[config.mk]
export PLATFORM = sky130hd
export DESIGN_NAME = elbeth_decode_stage_flat
export DESIGN_NICKNAME = d
export VERILOG_FILES = /design/src/rtl/elbeth_decode_pkg.sv /design/src/rtl/elbeth_decode_if.sv /design/src/rtl/elbeth_decode_core.sv /design/src/rtl/elbeth_decode_stage.sv /design/src/flat_wrapper.sv
export SDC_FILE = /design/constraint.sdc
export NUM_CORES = 1
export LEC_CHECK = 0
export CORE_ASPECT_RATIO = 0.7
export CORE_MARGIN = 2
export CORE_UTILIZATION = 52
export CTS_CLUSTER_DIAMETER = 80
export DETAILED_ROUTE_END_ITERATION = 6
export GPL_TIMING_DRIVEN = 0
export PLACE_DENSITY = 0.8
export REMOVE_ABC_BUFFERS = 1
export SYNTH_ARGS = -nofsm -noshare
export SYNTH_HDL_FRONTEND = slang
export SYNTH_SLANG_ARGS = --single-unit
[constraint.sdc]
create_clock -name clk -period 9.95 [get_ports clk]
set_input_delay 1.4925 -clock clk [delete_from_list [all_inputs] [get_ports clk]]
set_output_delay 1.4925 -clock clk [all_outputs]
set_load 0.005 [all_outputs]
[src/rtl/elbeth_decode_pkg.sv]
// Elbeth decode stage: op encodings, opcodes,
// decoded control bundle and occupancy states.
package elbeth_decode_pkg;

  localparam logic [3:0] OP_ADD    = 4'd0;
  localparam logic [3:0] OP_SUB    = 4'd1;
  localparam logic [3:0] OP_SLL    = 4'd2;
  localparam logic [3:0] OP_SLT    = 4'd3;
  localparam logic [3:0] OP_SLTU   = 4'd4;
  localparam logic [3:0] OP_XOR    = 4'd5;
  localparam logic [3:0] OP_SRL    = 4'd6;
  localparam logic [3:0] OP_SRA    = 4'd7;
  localparam logic [3:0] OP_OR     = 4'd8;
  localparam logic [3:0] OP_AND    = 4'd9;
  localparam logic [3:0] OP_MUL    = 4'd10;
  localparam logic [3:0] OP_MULH   = 4'd11;
  localparam logic [3:0] OP_MULHSU = 4'd12;
  localparam logic [3:0] OP_MULHU  = 4'd13;

  localparam logic [3:0] OP_BR_NONE = 4'd0;
  localparam logic [3:0] OP_BEQ     = 4'd1;
  localparam logic [3:0] OP_BNE     = 4'd2;
  localparam logic [3:0] OP_BLT     = 4'd3;
  localparam logic [3:0] OP_BGE     = 4'd4;
  localparam logic [3:0] OP_BLTU    = 4'd5;
  localparam logic [3:0] OP_BGEU    = 4'd6;
  localparam logic [3:0] OP_JAL     = 4'd7;
  localparam logic [3:0] OP_JALR    = 4'd8;

  localparam logic [6:0] OPC_LUI    = 7'h37;
  localparam logic [6:0] OPC_AUIPC  = 7'h17;
  localparam logic [6:0] OPC_JAL    = 7'h6f;
  localparam logic [6:0] OPC_JALR   = 7'h67;
  localparam logic [6:0] OPC_BRANCH = 7'h63;
  localparam logic [6:0] OPC_LOAD   = 7'h03;
  localparam logic [6:0] OPC_STORE  = 7'h23;
  localparam logic [6:0] OPC_OPIMM  = 7'h13;
  localparam logic [6:0] OPC_OP     = 7'h33;

  localparam logic [6:0] F7_BASE = 7'h00;
  localparam logic [6:0] F7_ALT  = 7'h20;
  localparam logic [6:0] F7_MUL  = 7'h01;

  typedef struct packed {
    logic [4:0] rd;
    logic [4:0] rs1;
    logic [4:0] rs2;
    logic [3:0] op_alu;
    logic [3:0] op_branch;
    logic       rd_we;
    logic       mem_rd;
    logic       mem_wr;
    logic       illegal;
  } dec_ctl_t;

  typedef enum logic [1:0] {
    OCC_EMPTY,
    OCC_PARTIAL,
    OCC_FULL
  } occ_e;

  function automatic logic [3:0] reg_alu_op(
    input logic [2:0] f3
  );
    unique case (f3)
      3'd0: return OP_ADD;
      3'd1: return OP_SLL;
      3'd2: return OP_SLT;
      3'd3: return OP_SLTU;
      3'd4: return OP_XOR;
      3'd5: return OP_SRL;
      3'd6: return OP_OR;
      default: return OP_AND;
    endcase
  endfunction

endpackage

[src/rtl/elbeth_decode_if.sv]
// Fetch-side and execute-side handshakes of
// the decode stage, bundled in one interface.
interface elbeth_decode_if #(
  parameter int XLEN = 32
);
  logic            in_valid;
  logic            in_ready;
  logic [31:0]     in_inst;
  logic [XLEN-1:0] in_pc;
  logic            out_valid;
  logic            out_ready;
  logic [XLEN-1:0] out_pc;
  logic [4:0]      out_rd_addr;
  logic [4:0]      out_rs1_addr;
  logic [4:0]      out_rs2_addr;
  logic [XLEN-1:0] out_imm;
  logic [XLEN-1:0] out_offset_branch;
  logic [3:0]      out_op_alu;
  logic [3:0]      out_op_branch;
  logic            out_rd_we;
  logic            out_mem_rd;
  logic            out_mem_wr;
  logic            out_illegal;

  modport master (
    output in_valid, in_inst, in_pc, out_ready,
    input  in_ready, out_valid, out_pc,
    input  out_rd_addr, out_rs1_addr, out_rs2_addr,
    input  out_imm, out_offset_branch,
    input  out_op_alu, out_op_branch,
    input  out_rd_we, out_mem_rd, out_mem_wr,
    input  out_illegal
  );

  modport slave (
    input  in_valid, in_inst, in_pc, out_ready,
    output in_ready, out_valid, out_pc,
    output out_rd_addr, out_rs1_addr, out_rs2_addr,
    output out_imm, out_offset_branch,
    output out_op_alu, out_op_branch,
    output out_rd_we, out_mem_rd, out_mem_wr,
    output out_illegal
  );
endinterface

[src/rtl/elbeth_decode_core.sv]
// Combinational RV32I(+M) decoder producing
// control fields and XLEN-wide immediates.
module elbeth_decode_core
  import elbeth_decode_pkg::*;
#(
  parameter int XLEN       = 32,
  parameter int ENABLE_MUL = 0
) (
  input  logic [31:0]     inst_i,
  output dec_ctl_t        ctl_o,
  output logic [XLEN-1:0] imm_o,
  output logic [XLEN-1:0] off_o
);

  logic [6:0] opc;
  logic [6:0] f7;
  logic [2:0] f3;
  logic [4:0] rd;
  logic [4:0] rs1;
  logic [4:0] rs2;

  assign opc = inst_i[6:0];
  assign rd  = inst_i[11:7];
  assign f3  = inst_i[14:12];
  assign rs1 = inst_i[19:15];
  assign rs2 = inst_i[24:20];
  assign f7  = inst_i[31:25];

  logic signed [31:0] imm_i;
  logic signed [31:0] imm_s;
  logic signed [31:0] imm_b;
  logic signed [31:0] imm_u;
  logic signed [31:0] imm_j;
  logic signed [31:0] shamt;

  assign imm_i = {{20{inst_i[31]}}, inst_i[31:20]};
  assign imm_s = {{20{inst_i[31]}}, f7, rd};
  assign imm_b = {{20{inst_i[31]}}, inst_i[7],
                  inst_i[30:25], inst_i[11:8], 1'b0};
  assign imm_u = {inst_i[31:12], 12'h000};
  assign imm_j = {{12{inst_i[31]}}, inst_i[19:12],
                  inst_i[20], inst_i[30:21], 1'b0};
  assign shamt = {27'd0, inst_i[24:20]};

  dec_ctl_t           c;
  logic signed [31:0] imm;
  logic signed [31:0] off;
  logic               wr;
  logic               bad;

  always_comb begin
    c   = '0;
    imm = '0;
    off = '0;
    wr  = 1'b0;
    bad = 1'b0;
    unique case (1'b1)
      opc == OPC_LUI,
      opc == OPC_AUIPC: begin
        c.rd = rd;
        imm  = imm_u;
        wr   = 1'b1;
      end
      opc == OPC_JAL: begin
        c.rd        = rd;
        imm         = 32'sd4;
        off         = imm_j;
        c.op_branch = OP_JAL;
        wr          = 1'b1;
      end
      opc == OPC_JALR: begin
        c.rd        = rd;
        c.rs1       = rs1;
        imm         = 32'sd4;
        off         = imm_i;
        c.op_branch = OP_JALR;
        wr          = 1'b1;
      end
      opc == OPC_BRANCH: begin
        c.rs1 = rs1;
        c.rs2 = rs2;
        off   = imm_b;
        unique case (f3)
          3'd0: c.op_branch = OP_BEQ;
          3'd1: c.op_branch = OP_BNE;
          3'd4: c.op_branch = OP_BLT;
          3'd5: c.op_branch = OP_BGE;
          3'd6: c.op_branch = OP_BLTU;
          3'd7: c.op_branch = OP_BGEU;
          default: bad = 1'b1;
        endcase
      end
      opc == OPC_LOAD: begin
        c.rd     = rd;
        c.rs1    = rs1;
        imm      = imm_i;
        c.mem_rd = 1'b1;
        wr       = 1'b1;
      end
      opc == OPC_STORE: begin
        c.rs1    = rs1;
        c.rs2    = rs2;
        imm      = imm_s;
        c.mem_wr = 1'b1;
      end
      opc == OPC_OPIMM: begin
        c.rd     = rd;
        c.rs1    = rs1;
        wr       = 1'b1;
        imm      = imm_i;
        c.op_alu = reg_alu_op(f3);
        if (f3 == 3'd1) begin
          imm = shamt;
          bad = (f7 != F7_BASE);
        end else if (f3 == 3'd5) begin
          imm = shamt;
          if (f7 == F7_ALT) c.op_alu = OP_SRA;
          else bad = (f7 != F7_BASE);
        end
      end
      opc == OPC_OP: begin
        c.rd  = rd;
        c.rs1 = rs1;
        c.rs2 = rs2;
        wr    = 1'b1;
        unique case (1'b1)
          f7 == F7_BASE:
            c.op_alu = reg_alu_op(f3);
          f7 == F7_ALT && f3 == 3'd0:
            c.op_alu = OP_SUB;
          f7 == F7_ALT && f3 == 3'd5:
            c.op_alu = OP_SRA;
          f7 == F7_MUL && ENABLE_MUL != 0 && !f3[2]:
            c.op_alu = OP_MUL + {2'b00, f3[1:0]};
          default: bad = 1'b1;
        endcase
      end
      default: bad = 1'b1;
    endcase
    // An illegal word carries nothing downstream but the flag
    if (bad) begin
      c         = '0;
      c.illegal = 1'b1;
      imm       = '0;
      off       = '0;
      wr        = 1'b0;
    end
    c.rd_we = wr && (c.rd != 5'd0);
  end

  assign ctl_o = c;
  assign imm_o = XLEN'(imm);
  assign off_o = XLEN'(off);

endmodule

[src/rtl/elbeth_decode_stage.sv]
// Registered decode stage: decode on entry,
// in-order DEPTH-entry queue towards execute.
module elbeth_decode_stage
  import elbeth_decode_pkg::*;
#(
  parameter int XLEN       = 32,
  parameter int DEPTH      = 2,
  parameter int ENABLE_MUL = 0
) (
  input logic              clk,
  input logic              rst,
  input logic              flush,
  elbeth_decode_if.slave   dec_if
);

  localparam int CW = $clog2(DEPTH + 1);
  localparam int PW = (DEPTH > 1) ? $clog2(DEPTH) : 1;

  dec_ctl_t        ctl_in;
  logic [XLEN-1:0] imm_in;
  logic [XLEN-1:0] off_in;

  elbeth_decode_core #(
    .XLEN       (XLEN),
    .ENABLE_MUL (ENABLE_MUL)
  ) u_core (
    .inst_i (dec_if.in_inst),
    .ctl_o  (ctl_in),
    .imm_o  (imm_in),
    .off_o  (off_in)
  );

  dec_ctl_t        ctl_q [DEPTH];
  logic [XLEN-1:0] pc_q  [DEPTH];
  logic [XLEN-1:0] imm_q [DEPTH];
  logic [XLEN-1:0] off_q [DEPTH];

  logic [PW-1:0] wr_ptr_q;
  logic [PW-1:0] rd_ptr_q;
  logic [CW-1:0] cnt_q;
  occ_e          occ_q;

  logic push;
  logic pop;

  function automatic logic [PW-1:0] ptr_inc(
    input logic [PW-1:0] p
  );
    return (p == PW'(DEPTH - 1)) ? '0 : p + 1'b1;
  endfunction

  assign dec_if.out_valid = (occ_q != OCC_EMPTY);
  assign dec_if.in_ready  = (occ_q != OCC_FULL) ||
                            dec_if.out_ready;

  assign push = dec_if.in_valid && dec_if.in_ready &&
                !flush;
  assign pop  = dec_if.out_valid && dec_if.out_ready &&
                !flush;

  // Payload needs no reset: it is only visible via out_valid
  always_ff @(posedge clk) begin
    if (push) begin
      ctl_q[wr_ptr_q] <= ctl_in;
      pc_q[wr_ptr_q]  <= dec_if.in_pc;
      imm_q[wr_ptr_q] <= imm_in;
      off_q[wr_ptr_q] <= off_in;
    end
  end

  always_ff @(posedge clk or posedge rst) begin
    if (rst) begin
      wr_ptr_q <= '0;
      rd_ptr_q <= '0;
      cnt_q    <= '0;
      occ_q    <= OCC_EMPTY;
    end else if (flush) begin
      wr_ptr_q <= '0;
      rd_ptr_q <= '0;
      cnt_q    <= '0;
      occ_q    <= OCC_EMPTY;
    end else begin
      if (push) wr_ptr_q <= ptr_inc(wr_ptr_q);
      if (pop)  rd_ptr_q <= ptr_inc(rd_ptr_q);
      cnt_q <= cnt_q + CW'(push) - CW'(pop);
      unique case (occ_q)
        OCC_EMPTY:
          if (push)
            occ_q <= (DEPTH == 1) ? OCC_FULL
                                  : OCC_PARTIAL;
        OCC_PARTIAL:
          if (push && !pop &&
              cnt_q == CW'(DEPTH - 1))
            occ_q <= OCC_FULL;
          else if (pop && !push &&
                   cnt_q == CW'(1))
            occ_q <= OCC_EMPTY;
        OCC_FULL:
          if (pop && !push)
            occ_q <= (DEPTH == 1) ? OCC_EMPTY
                                  : OCC_PARTIAL;
        default: occ_q <= OCC_EMPTY;
      endcase
    end
  end

  dec_ctl_t head;

  always_comb begin
    head                     = '0;
    dec_if.out_pc            = '0;
    dec_if.out_imm           = '0;
    dec_if.out_offset_branch = '0;
    if (dec_if.out_valid) begin
      head                     = ctl_q[rd_ptr_q];
      dec_if.out_pc            = pc_q[rd_ptr_q];
      dec_if.out_imm           = imm_q[rd_ptr_q];
      dec_if.out_offset_branch = off_q[rd_ptr_q];
    end
  end

  assign dec_if.out_rd_addr   = head.rd;
  assign dec_if.out_rs1_addr  = head.rs1;
  assign dec_if.out_rs2_addr  = head.rs2;
  assign dec_if.out_op_alu    = head.op_alu;
  assign dec_if.out_op_branch = head.op_branch;
  assign dec_if.out_rd_we     = head.rd_we;
  assign dec_if.out_mem_rd    = head.mem_rd;
  assign dec_if.out_mem_wr    = head.mem_wr;
  assign dec_if.out_illegal   = head.illegal;

endmodule

[src/flat_wrapper.sv]
// flat-port wrapper written by rule: the top's interface ports become plain ports
module elbeth_decode_stage_flat import elbeth_decode_pkg::*;
#(
  parameter int XLEN       = 32,
  parameter int DEPTH      = 2,
  parameter int ENABLE_MUL = 0
)
  (clk, rst, flush, dec_if_in_valid, dec_if_in_inst, dec_if_in_pc, dec_if_out_ready, dec_if_in_ready, dec_if_out_valid, dec_if_out_pc, dec_if_out_rd_addr, dec_if_out_rs1_addr, dec_if_out_rs2_addr, dec_if_out_imm, dec_if_out_offset_branch, dec_if_out_op_alu, dec_if_out_op_branch, dec_if_out_rd_we, dec_if_out_mem_rd, dec_if_out_mem_wr, dec_if_out_illegal);
  elbeth_decode_if #(.XLEN(XLEN)) dec_if_i ();
  input logic clk;
  input logic rst;
  input logic flush;
  input wire logic [$bits(dec_if_i.in_valid)-1:0] dec_if_in_valid;
  input wire logic [$bits(dec_if_i.in_inst)-1:0] dec_if_in_inst;
  input wire logic [$bits(dec_if_i.in_pc)-1:0] dec_if_in_pc;
  input wire logic [$bits(dec_if_i.out_ready)-1:0] dec_if_out_ready;
  output wire logic [$bits(dec_if_i.in_ready)-1:0] dec_if_in_ready;
  output wire logic [$bits(dec_if_i.out_valid)-1:0] dec_if_out_valid;
  output wire logic [$bits(dec_if_i.out_pc)-1:0] dec_if_out_pc;
  output wire logic [$bits(dec_if_i.out_rd_addr)-1:0] dec_if_out_rd_addr;
  output wire logic [$bits(dec_if_i.out_rs1_addr)-1:0] dec_if_out_rs1_addr;
  output wire logic [$bits(dec_if_i.out_rs2_addr)-1:0] dec_if_out_rs2_addr;
  output wire logic [$bits(dec_if_i.out_imm)-1:0] dec_if_out_imm;
  output wire logic [$bits(dec_if_i.out_offset_branch)-1:0] dec_if_out_offset_branch;
  output wire logic [$bits(dec_if_i.out_op_alu)-1:0] dec_if_out_op_alu;
  output wire logic [$bits(dec_if_i.out_op_branch)-1:0] dec_if_out_op_branch;
  output wire logic [$bits(dec_if_i.out_rd_we)-1:0] dec_if_out_rd_we;
  output wire logic [$bits(dec_if_i.out_mem_rd)-1:0] dec_if_out_mem_rd;
  output wire logic [$bits(dec_if_i.out_mem_wr)-1:0] dec_if_out_mem_wr;
  output wire logic [$bits(dec_if_i.out_illegal)-1:0] dec_if_out_illegal;
  assign dec_if_i.in_valid = dec_if_in_valid;
  assign dec_if_i.in_inst = dec_if_in_inst;
  assign dec_if_i.in_pc = dec_if_in_pc;
  assign dec_if_i.out_ready = dec_if_out_ready;
  assign dec_if_in_ready = dec_if_i.in_ready;
  assign dec_if_out_valid = dec_if_i.out_valid;
  assign dec_if_out_pc = dec_if_i.out_pc;
  assign dec_if_out_rd_addr = dec_if_i.out_rd_addr;
  assign dec_if_out_rs1_addr = dec_if_i.out_rs1_addr;
  assign dec_if_out_rs2_addr = dec_if_i.out_rs2_addr;
  assign dec_if_out_imm = dec_if_i.out_imm;
  assign dec_if_out_offset_branch = dec_if_i.out_offset_branch;
  assign dec_if_out_op_alu = dec_if_i.out_op_alu;
  assign dec_if_out_op_branch = dec_if_i.out_op_branch;
  assign dec_if_out_rd_we = dec_if_i.out_rd_we;
  assign dec_if_out_mem_rd = dec_if_i.out_mem_rd;
  assign dec_if_out_mem_wr = dec_if_i.out_mem_wr;
  assign dec_if_out_illegal = dec_if_i.out_illegal;
  elbeth_decode_stage #(.XLEN(XLEN), .DEPTH(DEPTH), .ENABLE_MUL(ENABLE_MUL)) u_core (.clk(clk), .rst(rst), .flush(flush), .dec_if(dec_if_i));
endmodule
* Word level (Yosys, flattened, before mapping) *
Memories as Yosys holds them, arrays and structs flattened.
Index checks and enable logic that the tools add are counted.

storage, ports and cells
  bits in registers = 6
  bits in latches = 0
  bits in writable memories = 246
  bits in read-only memories = 0
  input bits = 69
  output and inout port bits = 125
  logic and storage cells = 115
  memories kept = 4

memory list
  memory        words  bits a word  read ports  clocked after Yosys merged registers in  wr ports  RTL line                   RTL
  u_core.imm_q  2      32           1           0                                        1         elbeth_decode_stage.sv:35  logic [XLEN-1:0] imm_q [DEPTH];
  u_core.off_q  2      32           1           0                                        1         elbeth_decode_stage.sv:36  logic [XLEN-1:0] off_q [DEPTH];
  u_core.pc_q   2      32           1           0                                        1         elbeth_decode_stage.sv:34  logic [XLEN-1:0] pc_q [DEPTH];
  u_core.ctl_q  2      27           1           0                                        1         elbeth_decode_stage.sv:33  dec_ctl_t ctl_q [DEPTH];

operators by class
  add/subtract/negate cells = 4
  multiply operators = 0
  divide/modulo/power cells = 0
  $lt $le $gt $ge = 0
  equal/unequal tests = 24
  shifts and indexed selects = 0
  multiplexer cells = 47
  bitwise logic cells = 0
  reductions and logical operators = 32

operators with widths
  cell                  number
  $mux W32              7
  $pmux W32 S5          1
  $pmux W32 S3          1
  $mux W27              2
  $eq A7 B6 Y1 const B  4
  $pmux W4 S7           1
  $pmux W4 S3           2
  $eq A7 B7 Y1 const B  3
  $pmux W3 S6           1
  $reduce_or A6 Y1      3
  $mux W1               17
  $mux W5               3
  $eq A7 B5 Y1 const B  2
  $eq A3 B3 Y1 const B  4
  $mux W2               6
  $mux W4               3
  $logic_and A1 B1 Y1   11
  $pmux W4 S2           1
  $eq A7 B2 Y1 const B  1
  $logic_not A7 Y1      1
  $reduce_bool A7 Y1    1
  $reduce_or A7 Y1      1
  $eq A3 B2 Y1 const B  2
  $ne A3 B2 Y1 const B  2
  19 further kinds      27

* Logic depth before layout (Yosys ltp) *
Gate-level depths: netlist (run 1).

  word-level depth = 11
  mapped depth = 9

* Hierarchy *
Synthesis (run 1) repeated with hierarchy kept, for this count alone.

second synthesis, totals
  cell total of the unflattened synthesis = 768
  area total of the unflattened synthesis = 10938.0 um2

modules (own cells, without submodules)
  module               instances  cells an instance  area an instance (um2)  seq. area each (um2)
  elbeth_decode_stage  1          564                9634.2                  7537.2
  elbeth_decode_core   1          204                1303.8                  0.0

* Least setup slack after synthesis (run 1) *
No wires, ideal clock.

  path kind = input -> register
  from = in flush
  to = mem u_core.ctl_q[0][0] in the netlist's numbering (enable)
  arrival = 9350 ps
  data required time = 9230 ps
  path slack = -120 ps
  stages on the path = 2
  path buffers = 1
  path through = clkbuf_1 nor3_1

between the ends
  word-level cells in the longest chain between the ends = 4

ends and longest elaborated chain
  item                           RTL line                   RTL
  start, declared                flat_wrapper.sv:12         input logic flush;
  $logic_not A1 Y1               elbeth_decode_stage.sv:57  !flush;
  $logic_and A1 B1 Y1            elbeth_decode_stage.sv:56  assign push = dec_if.in_valid && dec_if.in_ready &&
  $mux W1                        elbeth_decode_stage.sv:63  if (push) begin
  $mux W1 (not written as such)  elbeth_decode_stage.sv:64  ctl_q[wr_ptr_q] <= ctl_in;
  end, declared                  elbeth_decode_stage.sv:33

No other way between the ends.

* Worst setup path in the final report (run 1) *
  from = in dec_if_out_ready
  to = out dec_if_in_ready

between the ends
  word-level cells in the longest chain between the ends = 1

ends and longest elaborated chain
  item                RTL line                   RTL
  start, declared     flat_wrapper.sv:16         input wire logic [$bits(dec_if_i.out_ready)-1:0] dec_if_out_ready;
  $logic_or A1 B1 Y1  elbeth_decode_stage.sv:53  assign dec_if.in_ready = (occ_q != OCC_FULL) ||
  end, declared       flat_wrapper.sv:17         output wire logic [$bits(dec_if_i.in_ready)-1:0] dec_if_in_ready;

No other way between the ends.

==> results_dict.tcl, run 1 <==
set metrics [dict create \
    synth_fa_ha_area_frac 0.00248 \
    netlist_area_sq_mm 0.0101 \
    design_area_sq_mm 0.0131 \
    netlist_instances 720 \
    placedInstanceArea_sq_mm 0.0125 \
    first_pass_iters 5 \
    vdd_drop_max_uv 116 \
    grt_max_degree 49 \
    clkTransAtPathRegs_ns 0.06 \
    nets 977 \
    hold_violations 0 \
    cp_cell_sequence "clkdlybuf4s50_1, inv_1, nand2_1, clkdlybuf4s50_1" \
    slowest_stage "clkdlybuf4s50_1" \
    required_ns 8.46 \
    die_area_sq_mm 0.0206 \
    p_int_w 0.00168 \
    ctsLongestPathBuffers 3 \
    ctsHoldBuffers 0 \
    overflow 0 \
    grt_pass1_vias 6257 \
    dp_slack_ns 5.72 \
    diodes 0 \
    cts_tree "done" \
    num-fill-cells 1322 \
    die_h_microns 121 \
    root_buffer "clkbuf_16" \
    yosysUniqueCellTypes 55 \
    drt_iter0_markers 573 \
    cp_max_fo 6 \
    tightest_slew_ns 1.30 \
    grt_pass1_wl_microns 34200 \
    cts-htree-levels 1 \
    fin_crit_ns 4.18 \
    async_flop_share 0.0261 \
    fin_crit_sh 0.420 \
    antenna_found_initial 0 \
    routedWlPerCell_microns 18.7 \
    relSlewSlack 0.130 \
    crit_top_cell "clkdlybuf4s50_1" \
    worst_slack_ns 5.77 \
    dp_cells 1145 \
    vias_per_cell 5.39 \
    syn_to_final_growth_pct 30.2 \
    synth_top_family_by_area "simple AND/OR/NAND/NOR gates" \
    switching_share 0.221 \
    layout-drive-gt1-share 0.0944 \
    start_util 0.532 \
    power_leakage_nw 4.42 \
    clk_latency_ns 0.50 \
    p_switching_w 0.000478 \
    rows 42 \
    outcome "completed" \
    synth-edff-count 224 \
    worst-path-buf-inv 3 \
    fmax_mhz 239 \
    fp.dieW_microns 171 \
    post_cts_buffers 0 \
    setup_violations 0 \
    skew_ns 0.00688 \
    drcViolationCount 0 \
    cts_buffers 23 \
    path_delay_family "buffers and inverters" \
    ys.warnings.count 0 \
    powerDensity_mw_per_mm2 165 \
    syn_avg_cell_area_sq_um 14.0 \
    comb_power_share 0.122 \
    fin_cells 1186 \
    synth_xor_area_frac 0.00434 \
    yosys_register_bits 230 \
    worst_setup_path_start_kind "primary input" \
    maxSlewViolCount 0 \
    dp.final_hpwl_microns 15300 \
    yosys.area_share.simple 0.117 \
    num_io_pins 194 \
    portBuffers 193 \
    cpPeakStageDelay_ns 0.56 \
    critPathArrivalTime_ns 2.69 \
    synth-compound-area-share 0.0514 \
    num_vias 6392 \
    ys_seq_area_frac 0.681 \
    antenna_left 0 \
    tns_ns 0 \
    synthFlopType "edfxtp_1" \
    gp_congestion 0.817 \
    end_kind "primary output" \
    critPathKind "primary input to primary output" \
    final_util 0.693 \
    drt-total-wl_microns 22200 \
    clock-sinks 230 \
    synth.mux.area_fraction 0.112 \
    ctsResizeCount 0 \
    drv_cap 0 \
    rsz0062_at_grt "no" \
    globalRouteTotalUtil 0.216 \
    seq_power_share 0.513 \
    core_area_sq_mm 0.0190 \
    pwr-share-clk 0.364 \
    hp-class "flop to flop" \
]
## metal layers
layer | GRT usage | vias up | wire length [microns]
met1 | 0.315 | 3122 | 10100
met4 | 0.0513 | 0 | 381
met2 | 0.339 | 231 | 10200
li1 | - | 3010 | -
met5 | 0 | - | 0
met3 | 0.0409 | 29 | 1540
## metrics by stage
stage	power, W	hold slack [ns]
global placement	0.00141	0.538
floorplan	0.00126	0.519
detailed placement	0.00140	0.594
finish	0.00216	0.604
CTS	0.00218	0.615
global route	0.00224	0.644
## placed cells by master (no fill, tap or decap), drive strengths merged, types with 11 or more instances in the layout
cell type,n
inv,12
nor2,132
clkbuf,37
buf,21
mux2i,113
nand2,24
edfxtp,224
clkdlybuf4s50,193
nor3,21
a21o,21
nor2b,11
a21oi,11
and2,14
## layout make-up
class                   instances  area (sq um)  share of cell area
inverters                      11          41.3             0.00314
flip-flops and latches        230          6880               0.524
well taps                     264           330              0.0251
multi-input cells             426          2950               0.224
repair buffers                214          2260               0.172
clock buffers                  37           658              0.0501
clock inverters                 4          20.0             0.00152
## tightest hold or removal path: stages, from the launching register on
cell and delay, ns:
dfrtp_1 0.40, xor2_1 0.09, nor2_1 0.07
## flip-flops by register name, indices dropped and copies added, names as in the netlist
| name | cells |
|---|---|
| u_core.imm_q | 64 |
| u_core.rd_ptr_q | 1 |
| u_core.off_q | 42 |
| u_core.occ_q | 2 |
| u_core.wr_ptr_q | 1 |
| u_core.pc_q | 64 |
| u_core.cnt_q | 2 |
| u_core.ctl_q | 54 |
## worst paths after layout
path,start,to,slack (ns),depth (start not counted)
max in group asynchronous,rst,u_core.rd_ptr_q,8.52,2
worst min register to register,u_core.wr_ptr_q,u_core.wr_ptr_q,0.60,2
worst max-delay path,dec_if_out_ready,dec_if_in_ready,5.77,4
worst min-delay path,u_core.wr_ptr_q,u_core.wr_ptr_q,0.60,2
worst max register to register,u_core.occ_q[0],u_core.pc_q[0][16],7.48,7
min in group asynchronous,rst,u_core.wr_ptr_q,1.20,2
## synthesized netlist by cell type (all sizes together) (5+ instances only)
cell | count | area share
a21o | 21 | 0.016
a21oi | 11 | 0.0058
a22oi | 5 | 0.0037
and2 | 14 | 0.0089
buf | 31 | 0.019
clkbuf | 22 | 0.0082
dfrtp | 6 | 0.015
edfxtp | 224 | 0.67
inv | 11 | 0.0041
mux2i | 113 | 0.11
nand2 | 24 | 0.0089
nand2b | 6 | 0.0037
nand3 | 5 | 0.0025
nor2 | 132 | 0.049
nor2b | 11 | 0.0068
nor3 | 21 | 0.018
nor3b | 8 | 0.0084
o21ai | 10 | 0.0050
## power by group through the flow
stage | combinational, W | sequential [W] | clock, W
2_1_floorplan | 0.000118 | 0.00114 | 0
6_report | 0.000265 | 0.00111 | 0.000788
5_1_grt | 0.000287 | 0.00111 | 0.000842
3_5_place_dp | 0.000266 | 0.00113 | 0
4_1_cts | 0.000267 | 0.00111 | 0.000802
3_3_place_gp | 0.000253 | 0.00116 | 0
## logic make-up (layout without fill, tap and decap cells)
kind of cell	count (synthesis)	count (layout)
buf+inv	64	266
flops	230	230
fa+ha+maj	2	2
simple gates	235	235
mux	113	113
compound gates	71	71
xor+xnor	5	5
(Power assumes the default switching activity.)
==> run 2, diff against run 1 <==
Settings changed: CORE_UTILIZATION 52 to 47, PLACE_DENSITY 0.8 to 0.76.
Clock period 9.95 ns to 3.5 ns, I/O delays scaled along.
==> run 2 against run 1 <==
Critical path depth grew 1. Clock power rose to 2.8 times the previous value. Final area is 0.11% lower. Sequential share of layout area rose by 0.060 points. Sequential cell count did not move. Critical path type is now flop to primary output. Via count fell by 0.23%. Critical endpoint is now dec_if_out_offset_branch[16]. Largest cell class unchanged. Wire length rose by 1.4%. First-iteration DRC count decreased by 21%. Global-route usage is 2.1 points lower.
==> results_dict.tcl, run 2 (same netlist as run 1, synthesis figures left out) <==
set metrics [dict create \
    outcome "completed" \
    start_util 0.482 \
    core_area_sq_mm 0.0209 \
    root_buffer "clkbuf_16" \
    power_w 0.00615 \
    ctsLongestPathBuffers 3 \
    cp_cell_sequence "buf_16, buf_16, mux2i_1, nor2_1, clkdlybuf4s50_1" \
    num_io_pins 194 \
    drt_iter0_markers 455 \
    seq_power_share 0.513 \
    cp_max_fo 52 \
    vias_per_cell 5.35 \
    portBuffers 193 \
    antenna_found_initial 0 \
    layout_commonest_cell "edfxtp_1" \
    grt_max_degree 60 \
    slowest_stage "dfrtp_4" \
    cpPeakStageDelay_ns 0.70 \
    wl_met2_microns 10000 \
    post_cts_buffers 0 \
    die_h_microns 127 \
    clock-sinks 230 \
    cts_tree "done" \
    fin_cells 1193 \
    end_kind "primary output" \
    worst_setup_path_start_kind "flop" \
    fin_crit_sh 0.954 \
    fmax_mhz 299 \
    pwr-share-clk 0.365 \
    crit_top_cell "buf_16" \
    skew_ns 0.0121 \
    diodes 0 \
    gp_congestion 0.811 \
    final_cell_mix "edfxtp_1 (224), clkdlybuf4s50_1 (193), nor2_1 (130)" \
    grt_pass1_vias 6204 \
    antenna_left 0 \
    wl_met1_microns 10300 \
    cts_buffers 23 \
    ctsHoldBuffers 0 \
    routed.top_layer "met4" \
    relSlewSlack 0.232 \
    syn_to_final_growth_pct 30.0 \
    layout-drive-gt1-share 0.0981 \
    reg_top3 "u_core.imm_q: 64 flops, u_core.pc_q: 64 flops, u_core.ctl_q: 54 flops" \
    nets 975 \
    drt-total-wl_microns 22500 \
    comb_power_share 0.123 \
    clk_latency_ns 0.50 \
    rows 44 \
    globalRouteTotalUtil 0.195 \
    dp_cells 1155 \
    critPathArrivalTime_ns 2.82 \
    grt_pass1_wl_microns 34300 \
    overflow 0 \
    p_int_w 0.00479 \
    drv_cap 0 \
    switching_share 0.221 \
    ctsResizeCount 0 \
    cts-htree-levels 1 \
    first_pass_iters 5 \
    dp.final_hpwl_microns 15300 \
    worst-path-buf-inv 3 \
    power_leakage_nw 4.42 \
    num_vias 6377 \
    tns_ns 0 \
    drcViolationCount 0 \
    p_switching_w 0.00136 \
    routedWlPerCell_microns 18.9 \
    hp-class "primary input to async pin" \
    setup_violations 0 \
    fp.dieW_microns 179 \
    hold_violations 0 \
    fin_crit_ns 3.34 \
    die_area_sq_mm 0.0227 \
    rsz0062_at_grt "no" \
    path_delay_family "buffers and inverters" \
    required_ns 2.97 \
    dr_wl_met3_microns 1810 \
    vdd_drop_max_uv 365 \
    tightest_slew_ns 1.15 \
    critPathKind "flop to primary output" \
    clkTransAtPathRegs_ns 0.06 \
    maxSlewViolCount 0 \
    powerDensity_mw_per_mm2 469 \
]
run 2: cell count changes in the layout (fill, tap and decap cells not counted), sizes merged:
cell,before,now
clkbuf,37,32
buf,21,19
clkinv,3,5
run 2: final timing paths:
kind                            startpoint                           end  slack (ns)  depth (start not counted)
setup reg to reg           u_core.occ_q[0]            u_core.pc_q[1][20]        1.07                          5
hold reg to reg            u_core.wr_ptr_q               u_core.wr_ptr_q        0.59                          2
max in group asynchronous              rst               u_core.rd_ptr_q        3.01                          2
setup / recovery           u_core.rd_ptr_q  dec_if_out_offset_branch[16]        0.16                          5
min in group clk           u_core.wr_ptr_q               u_core.wr_ptr_q        0.59                          2
hold / removal                         rst               u_core.rd_ptr_q        0.26                          2
run 2: metrics by stage:
step | worst slack [ns] | cell area [sq um] | hold WS [ns] | util
after global placement | -10.60 | 12100 | 0.537 | 0.578
after CTS | 0.0554 | 13100 | 0.250 | 0.627
final | 0.160 | 13100 | 0.256 | 0.627
after detailed placement | 0.333 | 12400 | 0.574 | 0.595
after floorplan | -5.47 | 9810 | 0.316 | -
after global routing | 0.0285 | 13100 | 0.289 | 0.627
run 2: area by class of cell:
cell class	instances	area, sq um
multi-input cells	426	2950
clock buffers	32	649
clock inverters	6	31.3
flip-flops and latches	230	6880
well taps	276	345
fillers	1575	7790
repair buffers	212	2230
inverters	11	41.3
run 2: power groups by stage:
stage / registers [W] / logic [W] / clock network, W
floorplan: 0.00325 / 0.000335 / 0
global placement: 0.00329 / 0.000724 / 0
detailed placement: 0.00321 / 0.000757 / 0
CTS: 0.00315 / 0.000761 / 0.00230
global route: 0.00316 / 0.000818 / 0.00240
finish: 0.00315 / 0.000754 / 0.00224
run 2: per-layer routing:
layer | vias to the layer above | global-route usage
met3 | 28 | 0.0465
li1 | 2997 | -
met5 | - | 0
met4 | 0 | 0.0384
met1 | 3098 | 0.289
met2 | 254 | 0.297
run 2: worst register-to-register path, stage by stage (launching register included):
cell	delay (ns)
dfrtp_1	0.43
nand2b_1	0.14
o21ai_0	0.19
nor2_1	0.22
and2_4	0.69
buf_16	0.37
